[config.mk]
export PLATFORM = sky130hd
export DESIGN_NAME = steer_quad_multi
export DESIGN_NICKNAME = d
export VERILOG_FILES = /design/src/rtl/steer_pkg.sv /design/src/rtl/steer_quad_chan.sv /design/src/rtl/steer_quad_multi.sv
export SDC_FILE = /design/constraint.sdc
export NUM_CORES = 1
export LEC_CHECK = 0
export CAP_MARGIN = 20
export CORE_ASPECT_RATIO = 1.1
export CORE_MARGIN = 2
export CORE_UTILIZATION = 35
export CTS_CLUSTER_DIAMETER = 150
export CTS_CLUSTER_SIZE = 40
export DETAILED_ROUTE_END_ITERATION = 16
export DONT_BUFFER_PORTS = 1
export GPL_TIMING_DRIVEN = 0
export MAX_ROUTING_LAYER = met4
export PLACE_DENSITY = 0.53
export SYNTH_ARGS = -nofsm -noshare
export SYNTH_HDL_FRONTEND = slang
export SYNTH_SLANG_ARGS = --single-unit
[constraint.sdc]
create_clock -name CLK -period 6.1 [get_ports CLK]
set_input_delay 0.915 -clock CLK [delete_from_list [all_inputs] [get_ports CLK]]
set_output_delay 0.915 -clock CLK [all_outputs]
set_load 0.01 [all_outputs]
[src/rtl/steer_pkg.sv]
// Shared types and helpers for the quadrature steering encoder.
// Phase order for positive/right motion is PH0 -> PH1 -> PH2 -> PH3 -> PH0.
package steer_pkg;

   typedef enum logic {IDLE = 1'b0, RUN = 1'b1} state_e;

   localparam logic [1:0] PH0 = 2'b00;
   localparam logic [1:0] PH1 = 2'b01;
   localparam logic [1:0] PH2 = 2'b11;
   localparam logic [1:0] PH3 = 2'b10;

   // dir=1 walks the sequence forward (right/positive), dir=0 walks it backward.
   function automatic logic [1:0] next_phase(input logic [1:0] phase, input logic dir);
      logic [1:0] nxt;
      case (phase)
         PH0:     nxt = dir ? PH1 : PH3;
         PH1:     nxt = dir ? PH2 : PH0;
         PH2:     nxt = dir ? PH3 : PH1;
         default: nxt = dir ? PH0 : PH2;
      endcase
      return nxt;
   endfunction

   // Magnitude of a signed byte; -128 saturates to 127 so it fits in 7 bits.
   function automatic logic [6:0] abs_sat8(input logic [7:0] axis);
      logic [6:0] mag;
      if (!axis[7]) mag = axis[6:0];
      else if (axis == 8'h80) mag = 7'd127;
      else mag = 7'(~axis + 8'd1);
      return mag;
   endfunction

endpackage

[src/rtl/steer_quad_chan.sv]
// One steering channel: request decode, IDLE/RUN FSM, step-period counter
// and quadrature phase register.
module steer_quad_chan
   import steer_pkg::*;
#(
   parameter int PERIOD_W    = 16,
   parameter int CLKDIV_SLOW = 22500,
   parameter int CLKDIV_FAST = 5625,
   parameter int ACCEL_DEC   = 2250,
   parameter int STEP_K      = 132,
   parameter int DEADZONE    = 16
) (
   input  logic       clk_i,
   input  logic       reset_i,
   input  logic       ce_i,
   input  logic       mode_i,
   input  logic       left_i,
   input  logic       right_i,
   input  logic [7:0] axis_i,
   output logic [1:0] steer_o,
   output logic       active_o,
   output logic       step_o
);

   localparam logic [PERIOD_W-1:0] SLOW_W  = PERIOD_W'(CLKDIV_SLOW);
   localparam logic [PERIOD_W-1:0] FAST_W  = PERIOD_W'(CLKDIV_FAST);
   localparam logic [PERIOD_W-1:0] DEC_W   = PERIOD_W'(ACCEL_DEC);
   localparam logic [PERIOD_W-1:0] K_W     = PERIOD_W'(STEP_K);
   localparam logic [PERIOD_W-1:0] ONE_W   = PERIOD_W'(1);
   localparam logic [PERIOD_W:0]   FLOOR_W = (PERIOD_W+1)'(CLKDIV_FAST + ACCEL_DEC);
   localparam logic [7:0]          DZ_W    = 8'((DEADZONE > 255) ? 255 : DEADZONE);

   state_e              state_q, state_d;
   logic                dir_q, dir_d;
   logic                modeLat_q, modeLat_d;
   logic [PERIOD_W-1:0] period_q, period_d;
   logic [PERIOD_W-1:0] count_q, count_d;
   logic [1:0]          phase_q, phase_d;
   logic                step_q, step_d;

   logic                req;
   logic                reqDir;
   logic [6:0]          mag;
   logic [PERIOD_W-1:0] analogPeriod;
   logic [PERIOD_W-1:0] entryPeriod;
   logic [PERIOD_W-1:0] rampPeriod;

   // Request decode and the candidate periods for an entry or a post-step reload.
   always_comb begin
      mag          = abs_sat8(axis_i);
      analogPeriod = FAST_W + PERIOD_W'(7'd127 - mag) * K_W;
      if (mode_i) begin
         req    = ({1'b0, mag} >= DZ_W);
         reqDir = !axis_i[7] && (axis_i != 8'd0);
      end else begin
         req    = left_i ^ right_i;
         reqDir = right_i;
      end
      entryPeriod = mode_i ? analogPeriod : SLOW_W;
      if (mode_i) rampPeriod = analogPeriod;
      else if ({1'b0, period_q} >= FLOOR_W) rampPeriod = period_q - DEC_W;
      else rampPeriod = FAST_W;
   end

   // A direction or mode change while running restarts the interval as if from IDLE.
   always_comb begin
      state_d   = state_q;
      dir_d     = dir_q;
      modeLat_d = modeLat_q;
      period_d  = period_q;
      count_d   = count_q;
      phase_d   = phase_q;
      step_d    = 1'b0;
      if (ce_i) begin
         case (state_q)
            IDLE: begin
               if (req) begin
                  state_d   = RUN;
                  dir_d     = reqDir;
                  modeLat_d = mode_i;
                  period_d  = entryPeriod;
                  count_d   = entryPeriod - ONE_W;
               end
            end
            default: begin
               if (!req) begin
                  state_d = IDLE;
               end else if ((reqDir != dir_q) || (mode_i != modeLat_q)) begin
                  dir_d     = reqDir;
                  modeLat_d = mode_i;
                  period_d  = entryPeriod;
                  count_d   = entryPeriod - ONE_W;
               end else if (count_q != '0) begin
                  count_d = count_q - ONE_W;
               end else begin
                  phase_d  = next_phase(phase_q, dir_q);
                  step_d   = 1'b1;
                  period_d = rampPeriod;
                  count_d  = rampPeriod - ONE_W;
               end
            end
         endcase
      end
   end

   always_ff @(posedge clk_i) begin
      if (reset_i) begin
         state_q   <= IDLE;
         dir_q     <= 1'b0;
         modeLat_q <= 1'b0;
         period_q  <= SLOW_W;
         count_q   <= '0;
         phase_q   <= PH0;
         step_q    <= 1'b0;
      end else begin
         state_q   <= state_d;
         dir_q     <= dir_d;
         modeLat_q <= modeLat_d;
         period_q  <= period_d;
         count_q   <= count_d;
         phase_q   <= phase_d;
         step_q    <= step_d;
      end
   end

   assign steer_o  = phase_q;
   assign active_o = (state_q == RUN);
   assign step_o   = step_q;

endmodule

[src/rtl/steer_quad_multi.sv]
// Multi-channel joystick/analog-to-quadrature steering encoder; one
// independent steer_quad_chan per channel with packed buses.
module steer_quad_multi
   import steer_pkg::*;
#(
   parameter int CHANNELS    = 2,
   parameter int PERIOD_W    = 16,
   parameter int CLKDIV_SLOW = 22500,
   parameter int CLKDIV_FAST = 5625,
   parameter int ACCEL_DEC   = 2250,
   parameter int STEP_K      = 132,
   parameter int DEADZONE    = 16
) (
   input  logic                  CLK,
   input  logic                  reset,
   input  logic                  ce,
   input  logic [CHANNELS-1:0]   mode,
   input  logic [CHANNELS-1:0]   left,
   input  logic [CHANNELS-1:0]   right,
   input  logic [8*CHANNELS-1:0] axis,
   output logic [2*CHANNELS-1:0] steer,
   output logic [CHANNELS-1:0]   active,
   output logic [CHANNELS-1:0]   step
);

   // Every period must fit the counter, and a zero period would never step.
   if (longint'(CLKDIV_FAST) + 127 * longint'(STEP_K) >= (longint'(1) << PERIOD_W)) begin : g_chkAnalog
      $error("steer_quad_multi: analog period range exceeds PERIOD_W");
   end
   if (longint'(CLKDIV_SLOW) >= (longint'(1) << PERIOD_W)) begin : g_chkSlow
      $error("steer_quad_multi: CLKDIV_SLOW exceeds PERIOD_W");
   end
   if (CLKDIV_FAST < 1) begin : g_chkFast
      $error("steer_quad_multi: CLKDIV_FAST must be at least 1");
   end

   for (genvar i = 0; i < CHANNELS; i++) begin : g_chan
      steer_quad_chan #(
         .PERIOD_W   (PERIOD_W),
         .CLKDIV_SLOW(CLKDIV_SLOW),
         .CLKDIV_FAST(CLKDIV_FAST),
         .ACCEL_DEC  (ACCEL_DEC),
         .STEP_K     (STEP_K),
         .DEADZONE   (DEADZONE)
      ) u_chan (
         .clk_i   (CLK),
         .reset_i (reset),
         .ce_i    (ce),
         .mode_i  (mode[i]),
         .left_i  (left[i]),
         .right_i (right[i]),
         .axis_i  (axis[8*i +: 8]),
         .steer_o (steer[2*i +: 2]),
         .active_o(active[i]),
         .step_o  (step[i])
      );
   end

endmodule

# [Yosys cells after proc, flatten, opt, wreduce, memory -nomap -nowiden]
# Index checks and enable logic that the tools add are counted.
[op_classes] n_reduce_logical=22 add_sub_neg=14 bitwise=13 eq_ne=14 n_mux=64 n_lt_le_gt_ge=4 n_mul=2
[ops] operator="$mux 16" n=26
[ops] operator="$sub 16x1->16 const B" n=6
[ops] operator="$add 13x16->16 const A" n=2
[ops] operator="$ge 16x13->1 const B" n=2
[ops] operator="$mul 16x6->14 const B" n=2
[ops] operator="$reduce_bool 16->1" n=2
[ops] operator="$sub 16x12->16 const B" n=2
[ops] operator="$mux 7" n=4
[ops] operator="$mux 1" n=24
[ops] operator="$eq 8x8->1 const B" n=2
[ops] operator="$mux 2" n=8
[ops] operator="$reduce_bool 8->1" n=2
[ops] operator="$sub 7x7->8 const A" n=2
[ops] operator="$add 7x1->7 const B" n=2
[ops] operator="$ge 7x5->1 const B" n=2
[ops] operator="$not 7->7" n=2
[ops] operator="$pmux 2 s3" n=2
[ops] operator="$reduce_and 3->1" n=4
[ops] operator="$reduce_and 5->1" n=2
[ops] operator="$reduce_or 5->1" n=2
[ops] operator="$not 1->1" n=9
[ops] operator="$ne 3x3->1 const B" n=2
[ops] operator="$eq 2x1->1 const B" n=2
[ops] operator="$eq 2x2->1 const B" n=2
[ops] operator="other kinds (8)" n=18
[word_totals] reg_bits=76 word_cells=147 input_bits=25

# [Depth between registers and ports, before layout]
# Gate-level depths: netlist of run 1.
[depth] depth_word=13 ltp_mapped=22 depth_no_buf=20

# [Cells and area by module]
# A second synthesis of run 1 with hierarchy kept.
[unflattened] cells_unflattened=986 area_unflattened_um2=7111.8
[by_module_without_submodules] mod="steer_quad_chan at g_chan[1].u_chan" seq_area_each_um2=760.7 instances=1 cells_per_inst=500 area_per_inst_um2=3574.7
[by_module_without_submodules] mod="steer_quad_chan at g_chan[0].u_chan" seq_area_each_um2=760.7 instances=1 cells_per_inst=486 area_per_inst_um2=3537.1

# [Worst setup path after synthesis of run 1]
# No wires, ideal clock.
[synth_path] kind="in2reg" startpoint="input port axis[1]" endpoint="register g_chan[0].u_chan.count_q[14]" slack_ps=910 arrival_time_ps=5110 stages=20 n_path_buf=0 required_time_ps=6021 setup_time_ps=79 cell_sequence="inv_1 -> ha_1 -> or3b_4 -> or4_1 -> a21oi_1 -> o22a_1 -> inv_1 -> ha_1 -> ha_1 -> inv_1 -> fa_1 -> and2_1 -> a21oi_1 -> o311ai_0 -> xor2_1 -> nand2_1 -> a2111oi_4 -> nand3_2 -> xor2_1 -> a211oi_2"
[synth_between] elab_chain_cells=13
[synth_lines] element="start, declared" line="steer_quad_multi.sv:20" text="input logic [8*CHANNELS-1:0] axis,"
[synth_lines] element="$not 7->7" line="steer_pkg.sv:29" text="else mag = 7'(~axis + 8'd1);"
[synth_lines] element="$add 7x1->7" line="steer_pkg.sv:29"
[synth_lines] element="$mux 7" line="steer_pkg.sv:28" text="else if (axis == 8'h80) mag = 7'd127;"
[synth_lines] element="$mux 7" line="steer_pkg.sv:27" text="if (!axis[7]) mag = axis[6:0];"
[synth_lines] element="$sub 7x7->8" line="steer_quad_chan.sv:51" text="analogPeriod = FAST_W + PERIOD_W'(7'd127 - mag) * K_W;"
[synth_lines] element="$mul 16x6->14" line="steer_quad_chan.sv:51"
[synth_lines] element="$add 13x16->16" line="steer_quad_chan.sv:51"
[synth_lines] element="$mux 16" line="steer_quad_chan.sv:60" text="if (mode_i) rampPeriod = analogPeriod;"
[synth_lines] element="$sub 16x1->16" line="steer_quad_chan.sv:99" text="count_d = rampPeriod - ONE_W;"
[synth_lines] element="$mux 16" line="steer_quad_chan.sv:93" text="end else if (count_q != '0) begin"
[synth_lines] element="$mux 16" line="steer_quad_chan.sv:88" text="end else if ((reqDir != dir_q) || (mode_i != modeLat_q)) begin"
[synth_lines] element="$mux 16" line="steer_quad_chan.sv:86" text="if (!req) begin"
[synth_lines] element="$mux 16" line="steer_quad_chan.sv:75" text="case (state_q)"
[synth_lines] element="end signal, assigned" line="steer_quad_chan.sv:120" text="count_q <= count_d;"
[synth_lines] element="end, declared" line="steer_quad_chan.sv:37" text="logic [PERIOD_W-1:0] count_q, count_d;"
# Parallel ways exist; a longest one is shown, timed or not. The select of a mux whose other input is x is not followed.
# A chain may end at the register's enable or synchronous reset.

# [Worst setup path after layout of run 1]
[layout_path] startpoint="input port axis[1]" endpoint="register g_chan[0].u_chan.count_q[13]"
# Same word-level chain as after synthesis.

==> results of run 1 <==
-- worst max path at each step --
stage | startpoint | end | slack (ns)
floorplan | axis[1] | g_chan[0].u_chan.count_q[14]$_SDFFE_PP0P_ | 0.91
global placement | axis[1] | g_chan[0].u_chan.count_q[13]$_SDFFE_PP0P_ | 0.05
detailed placement | axis[1] | g_chan[0].u_chan.count_q[13]$_SDFFE_PP0P_ | 0.15
CTS | axis[1] | g_chan[0].u_chan.count_q[13]$_SDFFE_PP0P_ | 0.45
global route | axis[1] | g_chan[0].u_chan.count_q[13]$_SDFFE_PP0P_ | 0.009
finish | axis[1] | g_chan[0].u_chan.count_q[13]$_SDFFE_PP0P_ | 0.40
-- final cells by class --
cell class | count | area, um^2
Clock buffer | 10 | 239
Timing Repair Buffer | 1 | 10.0
Fill cell | 2074 | 11700
Buffer | 65 | 283
Inverter | 30 | 113
Tap cell | 247 | 309
Clock inverter | 5 | 37.5
Sequential cell | 76 | 1520
Multi-Input combinational cell | 773 | 4950
-- cell usage in the layout, fill, tap and decap left out, types with 5 or more instances in the layout --
master     instances
nor2_1           105
a21oi_1           79
nand2_1           77
dfxtp_1           76
clkbuf_1          49
o21ai_0           46
xnor2_1           40
nor3_1            36
inv_1             30
xor2_1            27
nand3_1           26
a211oi_1          24
ha_1              20
or3_1             19
nor2b_1           16
nand4_1           15
nor4_1            14
o22ai_1           13
a31oi_1           12
a211o_1           11
o211ai_1          11
a22oi_1           11
nand2b_1          10
o31ai_1            9
and2_1             9
a21o_1             9
clkbuf_16          9
a32oi_1            8
o21a_1             7
a311oi_1           7
mux2i_1            7
buf_2              6
and3_1             6
or2_2              5
o21ai_1            5
o311ai_0           5
a221o_1            5
-- Yosys cell counts (all sizes together) (4+ instances only) --
cell type	count	area share, %
nor2	105	5.7
a21oi	79	5.8
nand2	77	4.2
dfxtp	76	22
o21ai	52	3.8
clkbuf	50	2.8
xnor2	40	5.1
nor3	36	2.6
inv	30	1.6
nand3	27	2.0
xor2	27	3.4
a211oi	26	3.0
ha	20	3.6
or3	19	1.7
nor2b	16	1.5
buf	15	1.4
nand4	15	1.4
nor4	14	1.3
o22ai	13	1.2
a31oi	12	1.1
a211o	11	1.4
a22oi	11	1.2
o211ai	11	1.2
nand2b	10	0.91
o31ai	10	1.2
a21o	9	0.98
and2	9	0.82
a311oi	8	1.3
a32oi	8	1.0
mux2i	7	1.0
o21a	7	0.77
and3	6	0.55
o311ai	6	0.77
a2111oi	5	1.0
a221o	5	0.73
or2	5	0.46
or3b	5	0.71
a31o	4	0.51
and4	4	0.51
nand3b	4	0.44
nor3b	4	0.44
o211a	4	0.58
-- sequential cells by signal, indices dropped and copies added (netlist names) --
name,count
g_chan.u_chan.modeLat_q,2
g_chan.u_chan.dir_q,2
g_chan.u_chan.active_o,2
g_chan.u_chan.steer_o,4
g_chan.u_chan.step_o,2
g_chan.u_chan.count_q,32
g_chan.u_chan.period_q,32
-- metal layers --
| layer | share of wire, % | up-vias | GRT usage, % |
|---|---|---|---|
| met5 | 0 | - | - |
| met4 | 5.1 | 0 | 13.4 |
| met3 | 5.1 | 90 | 3.82 |
| met2 | 48 | 234 | 41.8 |
| met1 | 42 | 3458 | 29.3 |
| li1 | - | 3536 | - |
-- stage by stage --
stage          hold WS [ns]  utilization [%]  worst slack (ns)  area [um^2]  power, uW
2_1_floorplan         0.441                -             0.910         6860       1170
3_3_place_gp          0.458             37.4            0.0518         7170       1370
3_5_place_dp          0.464             37.5             0.150         7180       1380
4_1_cts               0.473             38.9             0.450         7460       1900
5_1_grt               0.493             38.9           0.00858         7460       2010
6_report              0.473             38.9             0.396         7460       1910
-- power by group through the flow --
stage	logic, uW	clock network [uW]	registers [uW]
finish	794	528	590
global route	868	548	595
CTS	782	535	588
detailed placement	778	0	599
global placement	775	0	599
floorplan	588	0	584
-- worst max-delay path, cell delays in order --
cell	delay (ns)
inv_1	0.05
ha_1	0.28
or3b_4	0.44
or4_1	0.44
a21oi_1	0.23
o22a_1	0.20
inv_1	0.05
ha_1	0.27
ha_1	0.16
inv_1	0.05
fa_1	0.61
and2_1	0.21
a21oi_1	0.05
o311ai_0	0.59
xor2_1	0.20
nand2_1	0.19
a2111oi_4	0.46
nand4_1	0.21
xnor2_1	0.19
o22ai_1	0.10
-- logic make-up (layout without fill, tap and decap cells) --
family                   Yosys count  after routing  synth area share [%]
AND/OR/NAND/NOR                  368            368                  27.1
AO/OA/AOI/OAI                    308            308                  31.0
buffers and inverters             95            111                  5.76
flip-flops                        76             76                  22.2
XOR/XNOR                          67             67                  8.55
adder cells (fa/ha/maj)           22             22                  4.23
multiplexers                       8              8                  1.19
==> results_dict.tcl, run 1 <==
set metrics [dict create \
    status "complete, no violations" \
    power_density_mw_per_mm2 256 \
    place_inst 1192 \
    reg2reg_slack_ns 1.96 \
    drt-initial-drc-count 792 \
    clk_pin_slew_ns 0.06 \
    clkPwrFrac_pct 27.6 \
    ir_drop_uv 157 \
    slew_headroom_pct 36.3 \
    seq_power_share_pct 30.9 \
    ant_nets 0 \
    grt-ovfl-total 0 \
    timing.fmax_ghz 0.175 \
    netlist_area_mm2 0.00686 \
    grt_usage_pct 25.2 \
    hold_buffers 0 \
    cts_tree "built" \
    cts_setup_buffers 0 \
    synth_area_per_cell_um2 7.27 \
    min_path_type "reg -> reg" \
    cp-end-kind "flip-flop" \
    dr.pass1.iters 5 \
    clk_latency_ns 0.36 \
    async_flop_share_pct 0 \
    p_leak_uw 0.00261 \
    drt_drc_violations_left 0 \
    worstPathArrival_ns 5.91 \
    dp_hpwl_mm 18.7 \
    p_int_uw 1120 \
    drt-wirelength-per-cell_um 20.6 \
    maxSlewViolCount 0 \
    rr_endpoint "g_chan[1].u_chan.count_q[14]$_SDFFE_PP0P_" \
    r2r_cells 13 \
    drv_cap 0 \
    diodes 0 \
    timing.setup.tns_ns 0 \
    hold_depth 2 \
    synthCells 944 \
    crit_fanout 7 \
    cts_resized 0 \
    setup_viol 0 \
    skew_ns 0.00873 \
    synth_edf_count 0 \
    start_kind "input port" \
    syn-num-nets 991 \
    io_buffer_count 0 \
    critPathKind "in -> reg" \
    r2r_start "g_chan[1].u_chan.count_q[13]$_SDFFE_PP0P_" \
    ys_types 83 \
    ys_seq_area_share_pct 22.2 \
    power_switching_uw 792 \
    yosys_warnings 0 \
    num_vias 7318 \
    wirelength_mm 24.9 \
    cts_buffers 9 \
    tightest_slew_ns 0.931 \
    comb_power_share_pct 41.5 \
    row_count 53 \
    ys.flop_type "dfxtp_1" \
    io_pins 33 \
    worstHoldStart "g_chan[1].u_chan.modeLat_q$_SDFFE_PP0P_" \
    finalNonFillerCells 1207 \
    clockRootBuffer "clkbuf_16" \
    core_mm2 0.0192 \
    finalCriticalPeriod_ns 5.70 \
    hold_path_end "g_chan[1].u_chan.modeLat_q$_SDFFE_PP0P_" \
    grt_setup_unrepaired "no" \
    final_nets 1003 \
    hold_viol 0 \
    cts.sinks 76 \
    ys_ff_latch 76 \
    clockBufferDepth 2 \
    antenna_found_initial 0 \
    area_growth_pct 8.68 \
    grt_pass1_vias 6958 \
    die_w_um 138 \
    period_share_pct 93.5 \
    switching_share_pct 41.4 \
    avgViaCountPerCell 6.06 \
    required_ns 6.31 \
    grt_pass1_wl_mm 38.6 \
    grt_max_degree 14 \
    die_area_mm2 0.0207 \
    start_util_pct 35.8 \
    gp_congestion 0.937 \
    drive_above_1_share_pct 5.73 \
    h-tree-depth 3 \
    die_y_um 151 \
]
Power figures use the tool's default switching activity.
==> run 2: changes to the inputs <==
CORE_UTILIZATION = 30   (was 35)
PLACE_DENSITY = 0.48   (was 0.53)
==> results_dict.tcl, run 2 (synthesis results as in run 1) <==
set metrics [dict create \
    row_count 58 \
    die_y_um 163 \
    die_w_um 148 \
    hold_depth 2 \
    timing.fmax_ghz 0.175 \
    power_density_mw_per_mm2 261 \
    required_ns 6.30 \
    dp_hpwl_mm 19.0 \
    core_mm2 0.0226 \
    drt-wirelength-per-cell_um 19.9 \
    clk_pin_slew_ns 0.06 \
    place_inst 1245 \
    h-tree-depth 3 \
    timing.setup.tns_ns 0 \
    clk_latency_ns 0.35 \
    cp_slowest_cell "fa_1" \
    finalCriticalPeriod_ns 5.72 \
    drive_above_1_share_pct 5.72 \
    p_leak_uw 0.00263 \
    dr.pass1.iters 6 \
    num_vias 7375 \
    finalNonFillerCells 1261 \
    drt_drc_violations_left 0 \
    r2r_cells 13 \
    drt-initial-drc-count 615 \
    cp-end-kind "flip-flop" \
    crit_chain "inv_1 > ha_1 > or3b_4 > or4_1 > a21oi_1 > o22a_1 > inv_1 > ha_1 > ha_1 > inv_1 > fa_1 > and2_1 > a21oi_1 > o311ai_0 > xor2_1 > nand2_1 > a2111oi_4 > nand4_1 > xnor2_1 > o22ai_1" \
    power_switching_uw 792 \
    maxSlewViolCount 0 \
    p_int_uw 1180 \
    grt_pass1_vias 6965 \
    cts_buffers 9 \
    period_share_pct 93.8 \
    io_buffer_count 0 \
    ant_nets 0 \
    cts_setup_buffers 0 \
    hold_viol 0 \
    wirelength_mm 25.1 \
    start_util_pct 30.3 \
    grt_pass1_wl_mm 39.2 \
    die_area_mm2 0.0241 \
    slew_headroom_pct 40.9 \
    avgViaCountPerCell 5.85 \
    seq_power_share_pct 29.9 \
    worstPathArrival_ns 5.92 \
    ir_drop_uv 168 \
    post-place-ws_ns 0.0976 \
    min_path_type "reg -> reg" \
    place_area_mm2 0.00724 \
    grt_max_degree 14 \
    clockRootBuffer "clkbuf_16" \
    start_kind "input port" \
    critPathKind "in -> reg" \
    comb_power_share_pct 40.4 \
    antenna_found_initial 0 \
    final_nets 1003 \
    tightest_slew_ns 0.887 \
    io_pins 33 \
    skew_ns 0.00791 \
    final_cell_mix "105 x nor2_1, 79 x a21oi_1, 77 x nand2_1" \
    cts_resized 0 \
    status "complete, no violations" \
    area_growth_pct 10.1 \
    diodes 0 \
    cpPeakStageDelay_ns 0.61 \
    clkPwrFrac_pct 29.7 \
    startpoint "axis[1]" \
    fin_ws_ns 0.380 \
    fin_area_mm2 0.00755 \
    final_common_cell "nor2_1" \
    worstHoldStart "g_chan[1].u_chan.modeLat_q$_SDFFE_PP0P_" \
    reg2reg_slack_ns 2.01 \
    gp_congestion 0.974 \
    clockBufferDepth 2 \
    setup_viol 0 \
    hold_buffers 0 \
    crit_fanout 7 \
    r2r_start "g_chan[1].u_chan.count_q[13]$_SDFFE_PP0P_" \
    cts_tree "built" \
    cts.sinks 76 \
    grt_setup_unrepaired "no" \
    grt_usage_pct 21.5 \
    grt-ovfl-total 0 \
    fill_cells 2496 \
    switching_share_pct 40.2 \
    drv_cap 0 \
]
==> run 2: worst paths after layout <==
path | to
min reg2reg | g_chan[1].u_chan.modeLat_q$_SDFFE_PP0P_
min | g_chan[1].u_chan.modeLat_q$_SDFFE_PP0P_
max reg2reg | g_chan[1].u_chan.count_q[14]$_SDFFE_PP0P_
max | g_chan[0].u_chan.count_q[13]$_SDFFE_PP0P_
==> run 2: area by class of cell <==
type / instances / area [um^2] / share of cell area, %
buffer: 65 / 283 / 3.74
inverter: 30 / 113 / 1.49
sequential: 76 / 1520 / 20.1
tap: 300 / 375 / 4.97
multi-input combinational: 773 / 4950 / 65.5
clock buffer: 12 / 256 / 3.40
timing repair buffer: 1 / 5.00 / 0.0662
clock inverter: 4 / 55.1 / 0.729
==> run 2: worst max-delay path, delay by kind of cell <==
family          cells  cell delay (ns)
fa+ha+maj           4             1.33
simple gates        5             1.46
buf+inv             3             0.17
compound gates      6             1.63
xor+xnor            2             0.41
==> run 2: through the flow <==
| stage | util [%] | hold slack [ns] | power [uW] |
|---|---|---|---|
| 2_1_floorplan | - | 0.441 | 1170 |
| 3_3_place_gp | 32.0 | 0.458 | 1380 |
| 3_5_place_dp | 32.0 | 0.463 | 1370 |
| 4_1_cts | 33.4 | 0.471 | 1960 |
| 5_1_grt | 33.4 | 0.513 | 2080 |
| 6_report | 33.4 | 0.475 | 1970 |
==> run 2: layer usage <==
| metal | share of wire, % | up-vias | wire length, um | track usage [%] |
|---|---|---|---|---|
| met4 | 4.0 | 0 | 1010 | 9.61 |
| met2 | 48 | 271 | 12000 | 35.1 |
| li1 | - | 3540 | - | - |
| met3 | 5.0 | 70 | 1260 | 3.11 |
| met1 | 43 | 3494 | 10800 | 26.3 |
| met5 | 0 | - | 0 | - |
==> run 2: power by group through the flow <==
stage               registers, uW  clock network, uW  logic, uW
floorplan                     584                  0        588
finish                        589                585        794
CTS                           587                592        781
global route                  595                616        869
global placement              599                  0        779
detailed placement            598                  0        777
